--- config.mk ---
export PLATFORM = sky130hd
export DESIGN_NAME = uart_tx_arbiter
export DESIGN_NICKNAME = d
export VERILOG_FILES = /design/src/rtl/uart_ctrl_pkg.sv /design/src/rtl/rr_priority_pick.sv /design/src/rtl/uart_tx_arbiter.sv
export SDC_FILE = /design/constraint.sdc
export NUM_CORES = 1
export LEC_CHECK = 0
export ABC_AREA = 1
export ABC_CLOCK_PERIOD_IN_PS = 2160
export BUFFER_PORTS_ARGS = -buffer_cell sky130_fd_sc_hd__buf_2
export CAP_MARGIN = 20
export CORE_MARGIN = 5
export CORE_UTILIZATION = 45
export CTS_CLUSTER_DIAMETER = 150
export DETAILED_ROUTE_END_ITERATION = 6
export PLACE_DENSITY = 0.72
export SLEW_MARGIN = 20
export SYNTH_ARGS = -nofsm -noshare
export SYNTH_HDL_FRONTEND = slang
export SYNTH_SLANG_ARGS = --single-unit
--- constraint.sdc ---
create_clock -name clk -period 2.16 [get_ports clk]
set_clock_uncertainty 0.1 [all_clocks]
set_input_delay 0.108 -clock clk [delete_from_list [all_inputs] [get_ports clk]]
set_output_delay 0.108 -clock clk [all_outputs]
set_load 0.01 [all_outputs]
--- src/rtl/uart_ctrl_pkg.sv ---
// Shared state encoding and timing defaults for the UART transmit arbiter.
// A default watchdog limit comfortably longer than one 10-bit frame at 5208 clk/bit.
package uart_ctrl_pkg;

  typedef enum logic [2:0] {
    S_IDLE     = 3'd0,
    S_LAUNCH   = 3'd1,
    S_WAIT     = 3'd2,
    S_DONE     = 3'd3,
    S_DONE_ERR = 3'd4
  } state_t;

  localparam int CLKS_PER_BIT = 5208;
  localparam int FRAME_BITS   = 10;
  localparam int FRAME_CYCLES = FRAME_BITS * CLKS_PER_BIT;
  localparam int DEF_TIMEOUT  = 60000;

endpackage

--- src/rtl/rr_priority_pick.sv ---
// Round-robin pick: first set request at or after rr_ptr, cyclic order.
// Latency: combinational.
// Backpressure: none; any_vld is simply the OR of all requests.
module rr_priority_pick #(
  parameter int NREQ = 4,
  parameter int ID_W = 2
) (
  input  logic [NREQ-1:0] req,
  input  logic [ID_W-1:0] rr_ptr,
  output logic [ID_W-1:0] win,
  output logic            any_vld
);

  logic [NREQ-1:0] rot;
  logic [ID_W-1:0] pos;

  // Modulo NREQ add; NREQ need not be a power of two.
  function automatic logic [ID_W-1:0] wrap_add(input logic [ID_W-1:0] a,
                                               input logic [ID_W-1:0] b);
    logic [ID_W:0] s;
    s = {1'b0, a} + {1'b0, b};
    if (s >= (ID_W+1)'(NREQ)) s = s - (ID_W+1)'(NREQ);
    return s[ID_W-1:0];
  endfunction

  always_comb begin
    rot = '0;
    for (int i = 0; i < NREQ; i++) rot[i] = req[wrap_add(rr_ptr, ID_W'(i))];
    pos = '0;
    for (int i = NREQ - 1; i >= 0; i--) if (rot[i]) pos = ID_W'(i);
    win     = wrap_add(rr_ptr, pos);
    any_vld = |req;
  end

endmodule

--- src/rtl/uart_tx_arbiter.sv ---
// Shares one uart_tx among NREQ byte requesters with round-robin fairness.
// Latency: tx_enable one cycle after req is sampled in IDLE; ack one cycle after tx_done.
// Backpressure: requests are level-held; a requester waits until granted and acked.
module uart_tx_arbiter
  import uart_ctrl_pkg::*;
#(
  parameter int NREQ    = 4,
  parameter int N_BITS  = 8,
  parameter int TIMEOUT = DEF_TIMEOUT,
  parameter int TO_W    = 16,
  parameter int ID_W    = $clog2(NREQ)
) (
  input  logic                   clk,
  input  logic                   rst,
  input  logic [NREQ-1:0]        req,
  input  logic [NREQ*N_BITS-1:0] data_in,
  output logic [NREQ-1:0]        ack,
  output logic                   tx_enable,
  output logic [N_BITS-1:0]      tx_data,
  input  logic                   tx_done,
  output logic                   busy,
  output logic [ID_W-1:0]        grant_id,
  output logic                   timeout_err
);

  state_t          state;
  logic [ID_W-1:0] rr_ptr;
  logic [ID_W-1:0] win;
  logic            any_vld;
  logic [TO_W-1:0] count;
  logic [ID_W-1:0] next_ptr;

  rr_priority_pick #(
    .NREQ (NREQ),
    .ID_W (ID_W)
  ) u_pick (
    .req     (req),
    .rr_ptr  (rr_ptr),
    .win     (win),
    .any_vld (any_vld)
  );

  assign next_ptr = (grant_id == ID_W'(NREQ - 1)) ? '0 : grant_id + 1'b1;

  always_ff @(posedge clk or negedge rst) begin
    if (!rst) begin
      state       <= S_IDLE;
      rr_ptr      <= '0;
      ack         <= '0;
      tx_enable   <= 1'b0;
      tx_data     <= '0;
      busy        <= 1'b0;
      grant_id    <= '0;
      timeout_err <= 1'b0;
      count       <= '0;
    end else begin
      tx_enable   <= 1'b0;
      ack         <= '0;
      timeout_err <= 1'b0;
      case (state)
        S_IDLE: begin
          if (any_vld) begin
            tx_data   <= data_in[int'(win)*N_BITS +: N_BITS];
            grant_id  <= win;
            tx_enable <= 1'b1;
            busy      <= 1'b1;
            state     <= S_LAUNCH;
          end
        end
        S_LAUNCH: begin
          count <= '0;
          state <= S_WAIT;
        end
        S_WAIT: begin
          count <= count + 1'b1;
          // done takes priority over a watchdog expiry in the same cycle
          if (tx_done) begin
            ack   <= NREQ'(1) << grant_id;
            state <= S_DONE;
          end else if (count == TO_W'(TIMEOUT - 1)) begin
            timeout_err <= 1'b1;
            state       <= S_DONE_ERR;
          end
        end
        S_DONE, S_DONE_ERR: begin
          rr_ptr <= next_ptr;
          busy   <= 1'b0;
          state  <= S_IDLE;
        end
        default: begin
          busy  <= 1'b0;
          state <= S_IDLE;
        end
      endcase
    end
  end

endmodule

# Word-level counts from Yosys, hierarchy flattened
# Cells that the tools add are included.
[word_totals]
reg_bits = 38
inputBits = 39
[op_classes]
shifts = 2
n_reduce_logical = 8
n_eq_ne = 8
n_bitwise = 1
add_sub_neg = 11
magnitude_cmp = 9
mux = 32
[ops]
columns = ["op", "n"]
rows = [
  ["16-bit one-hot mux with 2 select lines", 1],
  ["32-bit by 6-bit variable part select with 8-bit output", 1],
  ["2-bit two-way mux", 10],
  ["16-bit by 1-bit adder with 16-bit output (second input constant)", 1],
  ["16-bit == test (second input constant)", 1],
  ["3-bit >= comparator (second input constant)", 4],
  ["2-bit by 3-bit < comparator with 1-bit output (second input constant)", 4],
  ["1-bit two-way mux", 10],
  ["2-bit by 1-bit subtractor with 2-bit output (second input constant)", 5],
  ["3-bit two-way mux", 3],
  ["3-bit one-hot mux with 3 select lines", 1],
  ["1-bit binary-select mux with 2-bit select", 4],
  ["4-bit two-way mux", 2],
  ["2-bit by 2-bit adder with 3-bit output (second input constant)", 2],
  ["3-bit by 2-bit == test with 1-bit output (second input constant)", 2],
  ["2-bit AND reduction", 3],
  ["2-bit OR reduction", 2],
  ["4-bit OR reduction", 1],
  ["1-bit by 2-bit << shifter with 4-bit output (first input constant)", 1],
  ["2-bit by 1-bit adder with 3-bit output (second input constant)", 1],
  ["2-bit by 2-bit adder with 3-bit output", 1],
  ["3-bit by 1-bit == test with 1-bit output (second input constant)", 1],
  ["3-bit == test (second input constant)", 1],
  ["2-bit by 3-bit >= comparator with 1-bit output (second input constant)", 1],
  ["other kinds (8)", 8],
]

# Logic depth before layout (Yosys ltp)
# Gate-level depths: netlist (run 1).
[logic_depth]
word_depth = 13
depth_mapped = 16
mapped_depth_nobuf = 15

# Hierarchy
# A second synthesis (run 1) with hierarchy kept.
[unflattened]
hier_cells = 338
hier_area_um2 = 2346.0
[modules_own_cells]
columns = ["module", "area_each_um2", "instances", "cells_each"]
rows = [
  ["uart_tx_arbiter", 2078.2, 1, 282],
  ["rr_priority_pick", 267.8, 1, 56],
]

# Worst setup path after synthesis (run 1)
# Ideal clock, no wire load.
[synth_path]
path_type = "register to register"
start = "register rr_ptr[0]"
end = "register tx_data[3]"
slack_ns = -0.156
path_stages_with_launch = 15
period_less_slack_ns = 2.316
arrival_ns = 2.099
setup_ns = 0.117
n_path_buf = 3
cell_sequence = "dfrtp_1 > buf_6 > inv_6 > nand2_1 > nand2_2 > nand2_1 > a31oi_1 > nor2_1 > ha_1 > buf_2 > buf_2 > mux2i_1 > nand3_1 > nand3_1 > nand2_1"
[synth_via]
elab_chain_len = 13
elab_cells_between_ends = 32
classes_between = "9 x add/sub; 5 x order compare; 1 x shift; 17 x mux"
[synth_rtl]
columns = ["element", "line", "text"]
rows = [
  ["from (decl)", "uart_tx_arbiter.sv:27", "logic [ID_W-1:0] rr_ptr;"],
  ["from (signal assigned)", "uart_tx_arbiter.sv:86", "rr_ptr <= next_ptr;"],
  ["2-bit by 2-bit adder with 3-bit output", "rr_priority_pick.sv:21", "s = {1'b0, a} + {1'b0, b};"],
  ["3-bit >= comparator / 2-bit by 1-bit subtractor with 2-bit output (equally long branches)", "rr_priority_pick.sv:22", "if (s >= (ID_W+1)'(NREQ)) s = s - (ID_W+1)'(NREQ);"],
  ["2-bit two-way mux", "rr_priority_pick.sv:22", ""],
  ["1-bit binary-select mux with 2-bit select", "rr_priority_pick.sv:28", "for (int i = 0; i < NREQ; i++) rot[i] = req[wrap_add(rr_ptr, ID_W'(i))];"],
  ["1-bit two-way mux (implied by the code)", "rr_priority_pick.sv:28", ""],
  ["2-bit two-way mux (4 in a row)", "rr_priority_pick.sv:30", "for (int i = NREQ - 1; i >= 0; i--) if (rot[i]) pos = ID_W'(i);"],
  ["2-bit by 2-bit adder with 3-bit output *", "rr_priority_pick.sv:21", ""],
  ["3-bit >= comparator / 2-bit by 1-bit subtractor with 2-bit output (equally long branches)", "rr_priority_pick.sv:22", ""],
  ["2-bit two-way mux *", "rr_priority_pick.sv:22", ""],
  ["net u_pick.win[0]", "rr_priority_pick.sv:10", "output logic [ID_W-1:0] win,"],
  ["32-bit by 6-bit variable part select with 8-bit output *", "uart_tx_arbiter.sv:63", "tx_data <= data_in[int'(win)*N_BITS +: N_BITS];"],
  ["to (signal assigned)", "uart_tx_arbiter.sv:63", ""],
  ["to (decl)", "uart_tx_arbiter.sv:19", "output logic [N_BITS-1:0] tx_data,"],
]
# Mark *: on every way through the listed nets, which the timed path passes. The rest lies on a longest branch. The select of a mux whose other input is x is not followed.
# A chain may end at the register's enable or synchronous reset.

# Worst setup path in the final report (run 1)
[layout_path]
start = "register rr_ptr[0]"
end = "register tx_data[2]"
# Same word-level chain as after synthesis.

==> results of run 1 <==
## final cells by class
cell class                      count  area [um2]
Tap cell                           70        87.6
Clock inverter                      1        5.00
Multi-Input combinational cell    221        1290
Fill cell                         456        2010
Timing Repair Buffer               74         479
Inverter                           33         129
Sequential cell                    38         953
Clock buffer                        7        86.3
## worst min path at each step
| stage | startpoint | end | cells past startpoint |
|---|---|---|---|
| final | data_in[22] | tx_data[6] | 5 |
| after global placement | rst | count[1] | 1 |
| after detailed placement | rst | count[14] | 1 |
| after floorplan | rst | ack[0] | 0 |
| after CTS | data_in[30] | tx_data[6] | 5 |
| after global routing | data_in[31] | tx_data[7] | 5 |
## where the power goes
part | internal [mW] | switching [mW]
clock | 0.258 | 0.248
sequential | 0.912 | 0.148
combinational | 1.58 | 1.89
## what timing repair did
action,4_1_cts,5_1_grt
pin swaps,14,12
gates cloned,2,3
setup buffers,5,2
gates resized for setup,10,19
endpoints found under the setup margin,8,9
hold buffers,2,0
hold endpoints to repair,43,0
## Yosys cell counts (2+ instances only)
library cell / number
xor2_1: 2
mux2i_1: 16
inv_2: 3
buf_2: 4
nand2_2: 9
a2bb2oi_1: 2
nand4_1: 2
a21oi_1: 3
o22ai_1: 3
nor2_4: 2
nor3_1: 9
nor2_1: 15
dfrtp_1: 38
nand2_4: 2
nand2_1: 90
ha_1: 6
o21ai_0: 17
nand3_1: 32
inv_1: 28
## worst max-delay path, delay by kind of cell (launching register included)
family | cells | cell delay (ns)
DFF | 1 | 0.47
AOI/OAI and AO/OA | 1 | 0.17
and+or+nand+nor | 8 | 0.61
buffers and inverters | 2 | 0.28
adders and majority gates | 1 | 0.34
muxes | 1 | 0.21
## layer usage
metal	GRT usage	vias to the layer above
li1	-	1121
met1	0.245	1040
met2	0.280	68
met3	0.0493	15
met4	0.0726	0
met5	0	-
## metrics by stage
stage / utilization / worst slack (ns) / cell area (um2) / std cells
5_1_grt: 0.601 / -0.227 / 3030 / 444
3_5_place_dp: 0.533 / -0.0965 / 2690 / 422
2_1_floorplan: - / 0.0136 / 2300 / 295
6_report: 0.601 / -0.126 / 3030 / 444
3_3_place_gp: 0.533 / -0.0791 / 2690 / 422
4_1_cts: 0.578 / -0.0314 / 2920 / 439
## flip-flops by register name, indices dropped and copies added (netlist names)
register / cells
ack: 4
state: 3
grant_id: 2
count: 16
timeout_err: 1
tx_enable: 1
tx_data: 8
busy: 1
rr_ptr: 2
## kinds of logic after synthesis
kind of cell	share of synthesized area
simple gates	0.324
xor+xnor	0.00763
flops	0.414
compound gates	0.0758
buf+inv	0.0758
fa+ha+maj	0.0327
mux	0.0698
==> metrics.md, run 1 <==
| Metric | Value |
|---|---|
| Io pins | `56` |
| Worst flop-to-flop path endpoint | `tx_data[2]` |
| Synth-to-layout area growth | `32.1%` |
| Yosys cell types | `31` |
| Gr ovfl total | `0` |
| Clock buffer depth | `2` |
| H-tree levels | `2` |
| CP endpoint kind | `flip-flop` |
| Setup ws final | `-0.126 ns` |
| Die area | `6630 um2` |
| RSZ-0062 raised after global routing | `yes` |
| Crit path arrival time | `2.37 ns` |
| CP endpoint | `tx_data[2]` |
| Final Cycle Share | `1.06` |
| Initial DRC count | `120` |
| EDFF count, synth | `0` |
| TritonCTS clock tree | `done` |
| Worst VDD drop | `1.09 mV` |
| Clock tree root buffer cell | `clkbuf_8` |
| Fin crit period | `2.29 ns` |
| DIE HEIGHT | `81.4 um` |
| Setup_tns | `-0.689 ns` |
| WS Path Type | `reg -> reg` |
| Met2 WL | `2830 um` |
| Largest net degree at the start of global routing | `39` |
| Syn Inst Count | `295` |
| Initial antenna violation count | `0` |
| Ant diodes | `0` |
| Average size of a mapped cell | `7.78 um2` |
| Endpoints failing setup | `9` |
| Met1 WL | `2710 um` |
| # DRC | `0` |
| Synthesized area | `2290 um2` |
| Worst R2R Setup Slack | `-0.13 ns` |
| DR vias/cell | `5.05` |
| Total power | `5.04 mW` |
| All-layer global routing usage | `0.183` |
| CP dominant cell by count | `nand2_1` |
| Max frequency | `0.437 GHz` |
| Syn Nets | `340` |
| Post-route ant nets | `0` |
| Rel. slew slack | `0.431` |
| PortBufs | `55` |
| Post-synth top area share | `0.414` |
| Core area | `5040 um2` |
| Share of layout cells above drive strength 1 | `0.307` |
| Worst-Skew Late Latency | `0.29 ns` |
| Worst reg-to-reg path cell count | `13` |
| CP max stage cell | `dfrtp_2` |
| DRT Wirelength | `5950 um` |
| First-pass DRT Iterations | `4` |
| # Max-Cap Violations | `0` |
| Leak Pwr | `1.59 nW` |
| Worst hold path class | `in -> reg` |
| Initial core utilization | `0.455` |
| Startpoint Class | `flip-flop` |
| CP startpoint | `rr_ptr[0]` |
| Vias | `2,244` |
| Critical path required time | `2.25 ns` |
| Routed met3 length | `296 um` |
| Fin nets | `418` |
| Yosys reg bits | `38` |
| PD cells | `1660 nW/um2` |
| Status | `finished with violations` |
| Most common cell after layout, fill and taps aside | `nand2_1` |
| Dominant cell type by area after synthesis | `dfrtp_1` |
| Global-route wire length before repair | `9540 um` |
| Critical-path cell list | `buf_6 > nand2_2 > nand2_1 > nand2_1 > nand2_2 > a31oi_4 > nor2_4 > ha_4 > buf_12 > mux2i_1 > nand3_1 > nand3_1 > nand2_1` |
| Avg WL per Cell | `13.4 um` |
| Worst Tran Pin Value | `0.854 ns` |
| Slowest stage delay, CP | `0.47 ns` |
| Hold Vio Cnt, Final | `0` |
| Row cnt | `26` |
| Synth Flop Type | `dfrtp_1` |
| Critical R2R Launch | `rr_ptr[0]` |
| Worst-path clk slew | `0.08 ns` |
| Commonest cells after routing, fill and taps aside | `nand2_1 (83), buf_2 (55), dfrtp_1 (36), nand3_1 (32), inv_1 (27)` |
| Die width | `81.4 um` |
| Yosys warnings | `0` |
| CTS sink cnt | `38` |
| Final Max Slew Viols | `0` |
| Hold slack | `0.0481 ns` |
| Vias in the first global route | `2,193` |
| Synth top area cells | `dfrtp_1 (41%), nand2_1 (15%), mux2i_1 (7.0%)` |
| Failing checks | `negative setup slack` |
| Gpl congestion | `0.876` |
| CTS Buf Count | `5` |
| Crit-path max FO | `6` |
| Top layer in use | `met4` |
| HPWL Detailed | `3900 um` |
| Asr flop ratio synth | `1.00` |
| Post-synthesis sequential area ratio | `0.414` |
Note: power is estimated with default switching activity, not from simulation.
==> run 2, diff against run 1 <==
TNS_END_PERCENT = 20   (was default)
==> run 2 against run 1 <==
Compared with the run above: the run still ends with negative setup slack left; first-iteration DRC count is 4.2% lower; register-to-register slack better by 0.03 ns; cell count is 1.1% lower; via count is 3.1% lower; clock-buffer cell count stayed put; power is 5.4% lower; core utilization is 1.3 points lower; sequential power hardly changed; die area stayed put; sequential share of layout area is 0.70 points higher; critical path type unchanged; largest cell class unchanged.
==> metrics.md, run 2 (synthesis gave the netlist of run 1 again) <==
| Metric | Value |
|---|---|
| # Max-Cap Violations | `0` |
| Setup ws final | `-0.0925 ns` |
| DIE HEIGHT | `81.4 um` |
| Worst-Skew Late Latency | `0.29 ns` |
| RSZ-0062 raised after global routing | `yes` |
| Largest Register | `count` |
| Ant diodes | `0` |
| H-tree levels | `2` |
| Die area | `6630 um2` |
| Worst R2R Setup Slack | `-0.09 ns` |
| Most common cell after layout, fill and taps aside | `nand2_1` |
| Final Util | `0.588` |
| Startpoint Class | `flip-flop` |
| Core area | `5040 um2` |
| Share of layout cells above drive strength 1 | `0.298` |
| Clock buffer depth | `2` |
| CTS sink cnt | `38` |
| Critical R2R Launch | `rr_ptr[0]` |
| Final Max Slew Viols | `0` |
| Io pins | `56` |
| Worst Tran Pin Value | `0.846 ns` |
| Fin nets | `413` |
| PortBufs | `55` |
| Endpoints failing setup | `8` |
| Status | `finished with violations` |
| Global-route wire length before repair | `9510 um` |
| Worst VDD drop | `0.992 mV` |
| DR vias/cell | `4.95` |
| PD cells | `1610 nW/um2` |
| WS Path Type | `reg -> reg` |
| Max frequency | `0.444 GHz` |
| CTS Buf Count | `5` |
| Worst reg-to-reg path cell count | `13` |
| Worst hold path class | `in -> reg` |
| Gpl congestion | `0.876` |
| Largest register FFs | `16` |
| All-layer global routing usage | `0.182` |
| TritonCTS clock tree | `done` |
| Initial antenna violation count | `0` |
| Total power | `4.77 mW` |
| WHS Path Cells | `5` |
| Row cnt | `26` |
| Failing checks | `negative setup slack` |
| Commonest cells after routing, fill and taps aside | `nand2_1 (83), buf_2 (55), dfrtp_1 (36), nand3_1 (32), inv_1 (28)` |
| Top Registers | `count: 16 flops, tx_data: 8 flops, ack: 4 flops` |
| Leak Pwr | `1.55 nW` |
| Critical path required time | `2.25 ns` |
| Final Cycle Share | `1.04` |
| # DRC | `0` |
| First-pass DRT Iterations | `4` |
| DRT Wirelength | `5630 um` |
| HPWL Detailed | `3900 um` |
| Hold wc startpoint | `data_in[19]` |
| Vias | `2,175` |
| Fin crit period | `2.25 ns` |
| Largest net degree at the start of global routing | `39` |
| Vias in the first global route | `2,193` |
| Gr ovfl total | `0` |
| Post-route ant nets | `0` |
| Initial core utilization | `0.455` |
| Clock tree root buffer cell | `clkbuf_8` |
| CP endpoint kind | `flip-flop` |
| Crit-path max FO | `6` |
| Initial DRC count | `115` |
| Crit path arrival time | `2.34 ns` |
| Rel. slew slack | `0.436` |
| Die width | `81.4 um` |
| Worst-path clk slew | `0.08 ns` |
| Avg WL per Cell | `12.8 um` |
| Worst flop-to-flop path endpoint | `tx_data[2]` |
| Hold Vio Cnt, Final | `0` |
| Hold worst-path end | `tx_data[3]` |
| Synth-to-layout area growth | `29.2%` |
run 2: routing by layer:
layer  share of wire  GRT usage  routed length, um
met3           0.046     0.0493                261
met2            0.48      0.281               2710
met5               0          0                  0
met4           0.018     0.0726                104
met1            0.45      0.243               2550
run 2: where the power goes:
group / internal [mW] / switching, mW
Clock: 0.258 / 0.250
Sequential: 0.912 / 0.150
Combinational: 1.51 / 1.69
run 2: worst max path at each step:
stage,depth (start not counted),slack (ns),start,endpoint
after floorplan,14,0.01,rr_ptr[0],tx_data[3]
after global placement,13,-0.08,rr_ptr[0],tx_data[2]
after detailed placement,13,-0.1,rr_ptr[0],tx_data[2]
after CTS,13,-0.03,rr_ptr[0],tx_data[2]
after global routing,13,-0.23,rr_ptr[0],tx_data[1]
final,13,-0.09,rr_ptr[0],tx_data[2]
run 2: layout make-up:
| cell class | instances | area [um2] |
|---|---|---|
| clock buffer | 7 | 86.3 |
| clock inverter | 1 | 5.00 |
| fill | 465 | 2080 |
| inverter | 33 | 129 |
| multi-input combinational | 218 | 1240 |
| sequential | 38 | 953 |
| tap | 70 | 87.6 |
| timing repair buffer | 72 | 464 |
run 2: critical path, cell delays in order (launching register included):
cell	delay [ns]
dfrtp_2	0.47
buf_6	0.15
nand2_2	0.06
nand2_1	0.06
nand2_1	0.09
nand2_2	0.08
a31oi_4	0.15
nor2_2	0.06
ha_4	0.34
buf_12	0.13
mux2i_1	0.21
nand3_1	0.09
nand3_1	0.08
nand2_1	0.05
run 2: through the flow:
step	instances	cell area, um2	hold WS, ns	setup TNS, ns	setup slack [ns]
2_1_floorplan	295	2300	-0.288	0	0.0136
3_3_place_gp	422	2690	0.165	-0.346	-0.0791
3_5_place_dp	422	2690	0.179	-0.507	-0.0965
4_1_cts	438	2910	0.0517	-0.0394	-0.0339
5_1_grt	439	2960	0.0746	-1.61	-0.228
6_report	439	2960	0.0490	-0.505	-0.0925
run 2: repair_timing:
action / 4_1_cts / 5_1_grt
setup endpoints to repair: 8 / 9
buffers inserted: 4 / 1
hold buffers: 2 / 0
endpoints found under the hold margin: 43 / 0
resized for setup: 10 / 13
pin swaps: 15 / 11
cloned: 2 / 0
==> run 3, diff against run 2 <==
ABC_CLOCK_PERIOD_IN_PS = 1870   (was 2160)
clock period = 1.87 ns   (was 2.16 ns; I/O delays follow)
==> run 3 against run 2 <==
Compared with the run above: the run still ends with negative setup slack left; worst hold slack lost 0.012 ns; cell count grew 1.8%; first-iteration DRC count shrank 13%; combinational power grew 28%; sequential power grew 15%; critical path depth is the same; critical path type unchanged; wire length grew 4.9%; clock power grew 17%; clock-buffer cell count shrank 1; sequential share of layout area shrank 1.6 points; power grew 24%.
==> metrics.md, run 3 (synthesis gave the netlist of run 1 again) <==
| Metric | Value |
|---|---|
| Avg WL per Cell | `13.2 um` |
| CTS sink cnt | `38` |
| Top Registers | `count: 16 flops, tx_data: 8 flops, ack: 4 flops` |
| First-pass DRT Iterations | `4` |
| Final Max Slew Viols | `0` |
| H-tree levels | `2` |
| Largest Register | `count` |
| Hold Vio Cnt, Final | `0` |
| Setup_tns | `-2.97 ns` |
| Worst-path clk slew | `0.08 ns` |
| Initial core utilization | `0.455` |
| Io pins | `56` |
| CP endpoint kind | `flip-flop` |
| Final Cycle Share | `1.20` |
| Global-route wire length before repair | `9430 um` |
| Post-route ant nets | `0` |
| Gate power share | `0.693` |
| Share of layout cells above drive strength 1 | `0.358` |
| Endpoints failing setup | `10` |
| PD cells | `1890 nW/um2` |
| Gpl congestion | `0.874` |
| Placed cell area | `2760 um2` |
| Clock power share | `0.100` |
| Synth-to-layout area growth | `36.1%` |
| # DRC | `0` |
| DR vias/cell | `5.05` |
| Most common cell after layout, fill and taps aside | `nand2_1` |
| Worst hold path class | `in -> reg` |
| All-layer global routing usage | `0.184` |
| Fin nets | `421` |
| Initial DRC count | `100` |
| Gr ovfl total | `0` |
| Fin crit period | `2.24 ns` |
| Core area | `5040 um2` |
| DIE HEIGHT | `81.4 um` |
| Post-route cell area | `3120 um2` |
| Ant diodes | `0` |
| Int Pwr | `3.23 mW` |
| Crit-path max FO | `6` |
| Hold slack | `0.0374 ns` |
| Failing checks | `negative setup slack` |
| Switching share of power | `0.453` |
| Flop pwr share | `0.207` |
| Largest net degree at the start of global routing | `39` |
| DRT Wirelength | `5900 um` |
| PortBufs | `55` |
| Largest register FFs | `16` |
| Worst VDD drop | `1.17 mV` |
| Clock buffer depth | `2` |
| Vias in the first global route | `2,140` |
| Worst Tran Pin Value | `0.479 ns` |
| Worst-Skew Late Latency | `0.29 ns` |
| RSZ-0062 raised after global routing | `yes` |
| Rel. slew slack | `0.681` |
| Sw Pwr | `2.67 mW` |
| # Max-Cap Violations | `0` |
| Crit path arrival time | `2.32 ns` |
| Die width | `81.4 um` |
| Max frequency | `0.446 GHz` |
| HPWL Detailed | `3930 um` |
| Leak Pwr | `1.61 nW` |
| Clock tree root buffer cell | `clkbuf_8` |
| TritonCTS clock tree | `done` |
| Die area | `6630 um2` |
| Commonest cells after routing, fill and taps aside | `nand2_1 (73), buf_2 (55), dfrtp_1 (36), nand3_1 (29), inv_1 (27)` |
| WS Path Type | `reg -> reg` |
| Setup ws final | `-0.372 ns` |
| Critical path required time | `1.95 ns` |
| Status | `finished with violations` |
| Row cnt | `26` |
| Initial antenna violation count | `0` |
| Startpoint Class | `flip-flop` |
| CTS Buf Count | `5` |
| Vias | `2,258` |
[run 3: cell types whose count changed in the layout (fill, tap and decap cells not counted), sizes merged]
cell      previous run  this run
buf                 70        75
clkbuf               7         6
clkinv               2         3
clkinvlp             0         1
nand2              101       102
nand3               33        34
[run 3: cell type report]
class,instances,area [um2]
inverters,33,136
multi-input cells,220,1330
flip-flops and latches,38,953
repair inverters,1,8.76
fillers,422,1920
clock inverters,2,12.5
repair buffers,77,514
well taps,70,87.6
clock buffers,6,82.6
[run 3: critical path, stage by stage (launching register included)]
cell	delay, ns
dfrtp_2	0.43
buf_12	0.15
inv_6	0.06
nand2_2	0.04
nand2_2	0.07
nand2_2	0.07
a31oi_2	0.21
nor2_2	0.07
ha_4	0.34
buf_12	0.13
mux2i_2	0.21
nand3_1	0.11
nand3_2	0.08
nand2_1	0.05
[run 3: stage by stage]
step                power (mW)  utilization  std cells  worst slack, ns
floorplan                 3.48            -        295           -0.214
global placement          4.16        0.548        430           -0.421
detailed placement        4.21        0.548        430           -0.491
CTS                       5.60        0.604        447           -0.304
global route              6.31        0.619        447           -0.488
finish                    5.90        0.619        447           -0.372
[run 3: what timing repair did]
| action | in CTS | in global routing |
|---|---|---|
| buffers inserted | 2 | 0 |
| resized for setup | 19 | 23 |
| pin swaps | 17 | 9 |
| cloned | 5 | 0 |
| hold endpoints to repair | 43 | 0 |
| endpoints found under the setup margin | 10 | 12 |
| hold buffers | 2 | 0 |
[run 3: final timing paths]
check                                 start         end  slack, ns  cells after the start
worst max-delay path              rr_ptr[0]  tx_data[2]      -0.37                     13
worst min-delay path            data_in[17]  tx_data[1]       0.04                      5
worst max register to register    rr_ptr[0]  tx_data[2]      -0.37                     13
worst min register to register   tx_data[3]  tx_data[3]       0.38                      2
max in group asynchronous               rst   rr_ptr[1]       1.03                      3
min in group asynchronous               rst    count[1]       0.28                      3
[run 3: power groups by stage]
stage	logic, mW	clock network (mW)	registers [mW]
floorplan	2.21	0	1.27
global placement	2.92	0	1.24
detailed placement	2.97	0	1.24
CTS	3.78	0.605	1.21
global route	4.43	0.635	1.25
finish	4.09	0.591	1.22
[run 3: layer usage]
| layer | vias to the layer above | part of all wire | track usage |
|---|---|---|---|
| li1 | 1128 | - | - |
| met1 | 1049 | 0.44 | 0.241 |
| met2 | 66 | 0.48 | 0.289 |
| met3 | 15 | 0.053 | 0.0439 |
| met4 | 0 | 0.026 | 0.0811 |
| met5 | - | 0 | 0 |
